### src/rtl/vmul_wb_router_pkg.sv
// Shared widths, entry layout and packing macro for the multiplier writeback router.
// Falls back to default machine widths when the shared define header is not compiled first.
`ifndef NUM_THREAD
`define NUM_THREAD 4
`endif
`ifndef XLEN
`define XLEN 32
`endif
`ifndef REGIDX_WIDTH
`define REGIDX_WIDTH 5
`endif
`ifndef REGEXT_WIDTH
`define REGEXT_WIDTH 3
`endif
`ifndef DEPTH_WARP
`define DEPTH_WARP 3
`endif

`define VMUL_WB_PACK(res, msk, idx, wid, wvd, wxd) {res, msk, idx, wid, wvd, wxd}

package vmul_wb_router_pkg;

  localparam int NUM_THREAD = `NUM_THREAD;
  localparam int XLEN       = `XLEN;
  localparam int DEPTH_WARP = `DEPTH_WARP;
  localparam int RESULT_W   = NUM_THREAD * XLEN;
  localparam int IDXW_W     = `REGIDX_WIDTH + `REGEXT_WIDTH;

  typedef struct packed {
    logic [RESULT_W-1:0]   result;
    logic [NUM_THREAD-1:0] mask;
    logic [IDXW_W-1:0]     reg_idxw;
    logic [DEPTH_WARP-1:0] wid;
    logic                  wvd;
    logic                  wxd;
  } wb_entry_t;

  localparam int ENTRY_W = $bits(wb_entry_t);

endpackage

### src/rtl/vmul_wb_router_wb_sync_fifo.sv
// Generic synchronous FIFO with a combinational head read port.
// A full FIFO refuses pushes even when the head pops in the same cycle.
module wb_sync_fifo #(
  parameter int DATA_W = 8,
  parameter int DEPTH  = 2
) (
  input  logic              clk,
  input  logic              rst,
  input  logic              push_i,
  input  logic [DATA_W-1:0] push_data_i,
  input  logic              pop_i,
  output logic              full_o,
  output logic              empty_o,
  output logic [DATA_W-1:0] head_data_o
);

  localparam int PTR_W = (DEPTH > 1) ? $clog2(DEPTH) : 1;
  localparam int CNT_W = $clog2(DEPTH + 1);

  logic [DATA_W-1:0] mem_q [DEPTH];
  logic [DATA_W-1:0] mem_d [DEPTH];
  logic [PTR_W-1:0]  wr_ptr_q, wr_ptr_d;
  logic [PTR_W-1:0]  rd_ptr_q, rd_ptr_d;
  logic [CNT_W-1:0]  count_q, count_d;
  logic              do_push, do_pop;

  assign full_o      = (count_q == CNT_W'(DEPTH));
  assign empty_o     = (count_q == '0);
  assign head_data_o = mem_q[rd_ptr_q];

  always_comb begin
    do_push  = push_i && !full_o;
    do_pop   = pop_i && !empty_o;
    mem_d    = mem_q;
    wr_ptr_d = wr_ptr_q;
    rd_ptr_d = rd_ptr_q;
    count_d  = count_q;
    if (do_push) begin
      mem_d[wr_ptr_q] = push_data_i;
      wr_ptr_d        = wr_ptr_q + PTR_W'(1);
    end
    if (do_pop) begin
      rd_ptr_d = rd_ptr_q + PTR_W'(1);
    end
    // Pointers wrap naturally because DEPTH is a power of two.
    case ({do_push, do_pop})
      2'b10:   count_d = count_q + CNT_W'(1);
      2'b01:   count_d = count_q - CNT_W'(1);
      default: count_d = count_q;
    endcase
  end

  always_ff @(posedge clk) begin
    if (rst) begin
      for (int i = 0; i < DEPTH; i++) begin
        mem_q[i] <= '0;
      end
      wr_ptr_q <= '0;
      rd_ptr_q <= '0;
      count_q  <= '0;
    end else begin
      mem_q    <= mem_d;
      wr_ptr_q <= wr_ptr_d;
      rd_ptr_q <= rd_ptr_d;
      count_q  <= count_d;
    end
  end

endmodule

### src/rtl/vmul_wb_router.sv
// Buffers completed multiplier results and routes each one to the vector
// and/or scalar writeback port, holding an entry until every target has taken it.
module vmul_wb_router
  import vmul_wb_router_pkg::*;
#(
  parameter int FIFO_DEPTH = 2
) (
  input  logic                  clk,
  input  logic                  rst,
  input  logic                  in_valid_i,
  output logic                  in_ready_o,
  input  logic [RESULT_W-1:0]   result_i,
  input  logic [NUM_THREAD-1:0] mask_i,
  input  logic [IDXW_W-1:0]     ctrl_reg_idxw_i,
  input  logic [DEPTH_WARP-1:0] ctrl_wid_i,
  input  logic                  ctrl_wvd_i,
  input  logic                  ctrl_wxd_i,
  output logic                  out_v_valid_o,
  input  logic                  out_v_ready_i,
  output logic [RESULT_W-1:0]   wb_v_data_o,
  output logic [NUM_THREAD-1:0] wb_v_mask_o,
  output logic [IDXW_W-1:0]     wb_v_reg_idxw_o,
  output logic [DEPTH_WARP-1:0] wb_v_wid_o,
  output logic                  out_x_valid_o,
  input  logic                  out_x_ready_i,
  output logic [XLEN-1:0]       wb_x_data_o,
  output logic [IDXW_W-1:0]     wb_x_reg_idxw_o,
  output logic [DEPTH_WARP-1:0] wb_x_wid_o
);

  wb_entry_t push_entry;
  wb_entry_t head;
  logic      full, empty, pop;
  logic      v_fire, x_fire;
  logic      v_done_q, v_done_d;
  logic      x_done_q, x_done_d;

  assign push_entry = `VMUL_WB_PACK(result_i, mask_i, ctrl_reg_idxw_i, ctrl_wid_i,
                                    ctrl_wvd_i, ctrl_wxd_i);
  assign in_ready_o = !full;

  wb_sync_fifo #(
    .DATA_W (ENTRY_W),
    .DEPTH  (FIFO_DEPTH)
  ) u_fifo (
    .clk         (clk),
    .rst         (rst),
    .push_i      (in_valid_i),
    .push_data_i (push_entry),
    .pop_i       (pop),
    .full_o      (full),
    .empty_o     (empty),
    .head_data_o (head)
  );

  assign wb_v_data_o     = head.result;
  assign wb_v_mask_o     = head.mask;
  assign wb_v_reg_idxw_o = head.reg_idxw;
  assign wb_v_wid_o      = head.wid;
  assign wb_x_data_o     = head.result[XLEN-1:0];
  assign wb_x_reg_idxw_o = head.reg_idxw;
  assign wb_x_wid_o      = head.wid;

  // A port that already took the head stays quiet until the other target finishes.
  always_comb begin
    out_v_valid_o = !empty && head.wvd && !v_done_q;
    out_x_valid_o = !empty && head.wxd && !x_done_q;
    v_fire        = out_v_valid_o && out_v_ready_i;
    x_fire        = out_x_valid_o && out_x_ready_i;
    pop           = !empty && (!head.wvd || v_done_q || v_fire)
                           && (!head.wxd || x_done_q || x_fire);
    v_done_d      = v_done_q;
    x_done_d      = x_done_q;
    if (pop) begin
      v_done_d = 1'b0;
      x_done_d = 1'b0;
    end else begin
      if (v_fire) v_done_d = 1'b1;
      if (x_fire) x_done_d = 1'b1;
    end
  end

  always_ff @(posedge clk) begin
    if (rst) begin
      v_done_q <= 1'b0;
      x_done_q <= 1'b0;
    end else begin
      v_done_q <= v_done_d;
      x_done_q <= x_done_d;
    end
  end

endmodule

### config.mk
export PLATFORM = sky130hd
export DESIGN_NAME = vmul_wb_router
export DESIGN_NICKNAME = d
export VERILOG_FILES = /design/src/rtl/vmul_wb_router_pkg.sv /design/src/rtl/vmul_wb_router_wb_sync_fifo.sv /design/src/rtl/vmul_wb_router.sv
export SDC_FILE = /design/constraint.sdc
export NUM_CORES = 1
export LEC_CHECK = 0
export BUFFER_PORTS_ARGS = -buffer_cell sky130_fd_sc_hd__clkbuf_2
export CAP_MARGIN = 20
export CORE_MARGIN = 2
export CORE_UTILIZATION = 50
export DETAILED_ROUTE_END_ITERATION = 16
export PLACE_DENSITY = 0.77
export REMOVE_ABC_BUFFERS = 1
export SLEW_MARGIN = 5
export SYNTH_ARGS = -nofsm -noshare
export SYNTH_HDL_FRONTEND = slang
export SYNTH_HIERARCHICAL = 1
export SYNTH_SLANG_ARGS = --single-unit
### constraint.sdc
create_clock -name clk -period 7.45 [get_ports clk]
set_input_delay 0.3725 -clock clk [delete_from_list [all_inputs] [get_ports clk]]
set_output_delay 0.3725 -clock clk [all_outputs]
set_load 0.05 [all_outputs]
Word-level counts from Yosys, hierarchy flattened
Index checks and enable logic that the tools add are counted.

$add $sub $neg: 4. Order comparisons: 3. Equality and inequality tests: 3. Multiplexer cells: 7. Bitwise logic cells: 2. Reductions and logical operators: 24.

Operator list (number): $mux W145 (4); $bwmux W290 (1); $demux W145 S1 (1); $logic_and A1 B1 Y1 (11); $logic_not A1 Y1 (6); $eq A2 B2 Y1 const B (2); $ge A2 B2 Y1 const B (2); $logic_or A1 B1 Y1 (4); $not A1 Y2 (2); $pmux W2 S2 (1); $add A1 B1 Y1 const B (2); $add A2 B1 Y2 const B (1); $eq A2 B1 Y1 const B (1); $logic_not A2 Y1 (1); $lt A2 B1 Y1 const B (1); $reduce_bool A2 Y1 (1); $reduce_or A2 Y1 (1); $sub A2 B1 Y2 const B (1).

Register bits after elaboration: 296. Output and inout port bits: 189. Word-level logic and storage cells: 50.

Longest topological paths before layout
Word-level depth: 13. Depth in mapped cells: 10. Depth with buffers taken out: 8.

Modules after synthesis
The synthesis kept the hierarchy.

By module, submodules not included: wb_sync_fifo (instances 1, cells each 1459, area each 13908.3 um2); vmul_wb_router (instances 1, cells each 56, area each 445.4 um2).

Worst setup path after synthesis
No wires, ideal clock.

Path type: register to output. Start: register u_fifo.rd_ptr_q. End: output port out_v_valid_o. Data arrival time: 2.096 ns. Data required time: 7.078 ns. Slack: 4.982 ns. Stages on the path, launching flop included: 5. Path buffers: 2. Path through: dfxtp_1 > clkbuf_1 > buf_2 > mux2_2 > nor3b_1.

RTL lines: start, declared (RTL line vmul_wb_router_wb_sync_fifo.sv:23) `logic [PTR_W-1:0] rd_ptr_q, rd_ptr_d;`; start signal, assigned (RTL line vmul_wb_router_wb_sync_fifo.sv:64) `rd_ptr_q <= rd_ptr_d;`; end, declared (RTL line vmul_wb_router.sv:18) `output logic out_v_valid_o,`.

Final worst setup path
Start: register u_fifo.wr_ptr_q. End: register u_fifo/mem_q[190] in the netlist's numbering.

Word-level cells in the longest chain between the ends: 6. Elaborated cells on any way between the ends: 7. Those cells by class: order compare (2); mux (3); bitwise (1); reduce/logical (1).

RTL lines: start, declared (RTL line vmul_wb_router_wb_sync_fifo.sv:22) `logic [PTR_W-1:0] wr_ptr_q, wr_ptr_d;`; start signal, assigned (RTL line vmul_wb_router_wb_sync_fifo.sv:63) `wr_ptr_q <= wr_ptr_d;`; $not A1 Y2 (not written as such) * (RTL line vmul_wb_router_wb_sync_fifo.sv:39) `mem_d[wr_ptr_q] = push_data_i;`; $ge A2 B2 Y1 (not written as such) / $lt A2 B1 Y1 (equally long branches) (RTL line vmul_wb_router_wb_sync_fifo.sv:39); $logic_and A1 B1 Y1 (not written as such) (RTL line vmul_wb_router_wb_sync_fifo.sv:39); $mux W145 (not written as such) (RTL line vmul_wb_router_wb_sync_fifo.sv:39); $demux W145 S1 * (RTL line vmul_wb_router_wb_sync_fifo.sv:39); $bwmux W290 * (RTL line vmul_wb_router_wb_sync_fifo.sv:39); end signal, assigned (RTL line vmul_wb_router_wb_sync_fifo.sv:62) `mem_q <= mem_d;`; end, declared (RTL line vmul_wb_router_wb_sync_fifo.sv:20) `logic [DATA_W-1:0] mem_q [DEPTH];`.

Mark *: on every way between the ends. The rest lies on a longest branch, timed or not. A chain may end at the register's enable or synchronous reset.

==> flow_metrics.tcl <==
set metrics [dict create \
    multiInputGateArea_mm2 0.00749 \
    tightestPinTransition_ps 1090 \
    drtIter0Drc 523 \
    grt_pass1_vias 11070 \
    grt_max_degree 226 \
    cts_tree "built" \
    setup_viol 0 \
    seq_area_mm2 0.00593 \
    cp.arrival_ps 3510 \
    ys_types 28 \
    p_per_area_mw_per_mm2 320 \
    period_share_pct 42.0 \
    grt-ovfl-total 0 \
    die_area_mm2 0.0301 \
    viasPerCell 5.18 \
    dpl.hpwl_um 20800 \
    gp_congestion 0.759 \
    design.portCount 339 \
    grt_pass1_wl_um 54700 \
    status "complete, no violations" \
    comb_power_share_pct 37.8 \
    drc_errors 0 \
    clk_path_buf_depth 3 \
    path_clk_slew_ps 60 \
    cp_data_required_time_ps 7840 \
    ant_nets 0 \
    crit_path_start_kind "register" \
    clkLatencyLatePin_ps 550 \
    syn2layout_area_growth_pct 15.9 \
    max_freq_mhz 320 \
    layout_commonest_cell "clkbuf_2" \
    postCtsSetupRepairBufs 0 \
    critPathMaxFanout 80 \
    period_needed_ps 3130 \
    finalHoldViolCount 0 \
    numCtsBuffers 31 \
    p_leak_nw 7.48 \
    place.port_buffers 338 \
    antenna_found_initial 0 \
    p_switching_mw 2.13 \
    fill_cells 2539 \
    finish.utilization_pct 58.4 \
    netSwitchingFraction_pct 40.0 \
    vias 11017 \
    ctsResizeCount 0 \
    placed_area_mm2 0.0157 \
    yosysSeqAreaShare_pct 41.3 \
    nets 1874 \
    seqPwrFrac_pct 35.1 \
    irDropWorstVdd_v 0.000199 \
    rsz0062_at_grt "false" \
    dieHeight_um 173 \
    yosysWarnings 6 \
    whs_ps 80.5 \
    wirelength_um 33700 \
    firstDrtPassIters 5 \
    cts-root-buf "clkbuf_16" \
    slew_violations 0 \
    syn_area_mm2 0.0144 \
    syn_avg_cell_area_um2 9.47 \
    max-cap-violations 0 \
    start_util_pct 50.4 \
    cts_sinks 296 \
    p_total_mw 5.33 \
    hp-class "primary input to register" \
    crit_type "register to register" \
    power.internal_mw 3.20 \
    p_clk_share_pct 27.1 \
    diodes 0 \
    dieWidth_um 173 \
    core.rowCount 62 \
    crit_path_end_kind "register" \
    coreArea_mm2 0.0285 \
    finalClockSkew_ps 5.93 \
    wl_per_cell_um 15.8 \
    layout_common_cells "337 x clkbuf_2, 295 x dfxtp_1, 290 x nand2b_1" \
    htreeDepth 1 \
    final.setup.tns_ps 0 \
    syn_inst 1515 \
    final_area_mm2 0.0166 \
    grt.total_usage_pct 21.5 \
    ys_ff_latch 296 \
    relSlewSlack_pct 27.3 \
    holdBufCountCts 0 \
    drive_above_1_share_pct 30.9 \
]
per-stage QoR:
stage | instances | setup slack (ps)
2_1_floorplan | 1343 | 1830
3_3_place_gp | 2074 | 4340
3_5_place_dp | 2074 | 4250
4_1_cts | 2128 | 4290
5_1_grt | 2128 | 4110
6_report | 2128 | 4320
cells in the mapped netlist:
master,n,area share (%)
a21oi_1,2,0.070
and3_1,1,0.044
and3b_1,2,0.12
buf_2,26,0.91
buf_4,44,2.3
buf_6,15,1.2
clkbuf_1,87,2.3
dfxtp_1,296,41
ha_1,1,0.087
inv_1,3,0.078
inv_2,1,0.026
mux2_2,145,11
mux2i_1,145,10
nand2_1,1,0.026
nand2b_1,292,13
nand2b_4,1,0.096
nand3_1,1,0.035
nor2_1,3,0.078
nor2b_1,145,6.3
nor3_1,1,0.035
nor3b_1,4,0.21
o21a_1,1,0.052
o21ai_0,253,8.8
o21ai_1,39,1.4
o221a_1,2,0.16
or3_1,1,0.044
xnor2_1,2,0.12
xor2_1,1,0.061
flip-flops by register name, summed over array words and instances (netlist names):
name and cells:
u_fifo/count_q 2, u_fifo/mem_q 290, u_fifo/wr_ptr_q 1, v_done_q 1, u_fifo/rd_ptr_q 1, x_done_q 1
per-layer routing:
| layer | share of wire (%) | wire length (um) | track usage [%] |
|---|---|---|---|
| met1 | 44 | 14700 | 27.0 |
| met2 | 48 | 16200 | 37.6 |
| met3 | 6.1 | 2060 | 4.50 |
| met4 | 2.2 | 731 | 5.51 |
| met5 | 0 | 0 | 0 |
cell type report:
class                      instances  area share [%]
multi-input combinational       1043            45.0
sequential                       296            35.7
timing repair buffer             347            10.7
clock buffer                      49            5.31
tap                              384            2.89
clock inverter                     5           0.316
inverter                           4          0.0978
worst paths after layout:
kind                                          to  depth (start not counted)  slack (ps)                           start
setup / recovery  u_fifo/mem_q[190]$_SDFFE_PP0P_                          4        4320    u_fifo/wr_ptr_q$_SDFFE_PP0P_
hold / removal    u_fifo/mem_q[286]$_SDFFE_PP0P_                          3          80                   result_i[124]
setup reg to reg  u_fifo/mem_q[190]$_SDFFE_PP0P_                          4        4320    u_fifo/wr_ptr_q$_SDFFE_PP0P_
hold reg to reg   u_fifo/mem_q[136]$_SDFFE_PP0P_                          2         470  u_fifo/mem_q[136]$_SDFFE_PP0P_
power groups by stage:
stage | clock network, mW | logic (mW) | registers (mW)
after detailed placement | 0 | 2.02 | 1.90
after floorplan | 0 | 1.52 | 1.95
after global placement | 0 | 2.01 | 1.89
final | 1.45 | 2.01 | 1.87
after global routing | 1.55 | 2.12 | 1.89
after CTS | 1.48 | 2.02 | 1.87
critical path: stages (launching register included):
cell and delay (ps):
dfxtp_1 400, nand2b_4 660, nand2b_4 730, buf_4 760, o21ai_0 230
logic make-up (layout without fill, tap and decap cells):
logic type | after synthesis | in the layout | synth area share [%]
buffers and inverters | 176 | 405 | 6.76
adders and majority gates | 1 | 1 | 0.0872
muxes | 290 | 290 | 21.5
AOI/OAI and AO/OA | 297 | 297 | 10.5
DFF | 296 | 296 | 41.3
and+or+nand+nor | 452 | 452 | 19.7
xor gates and xnor gates | 3 | 3 | 0.183
Power figures use the tool's default switching activity.
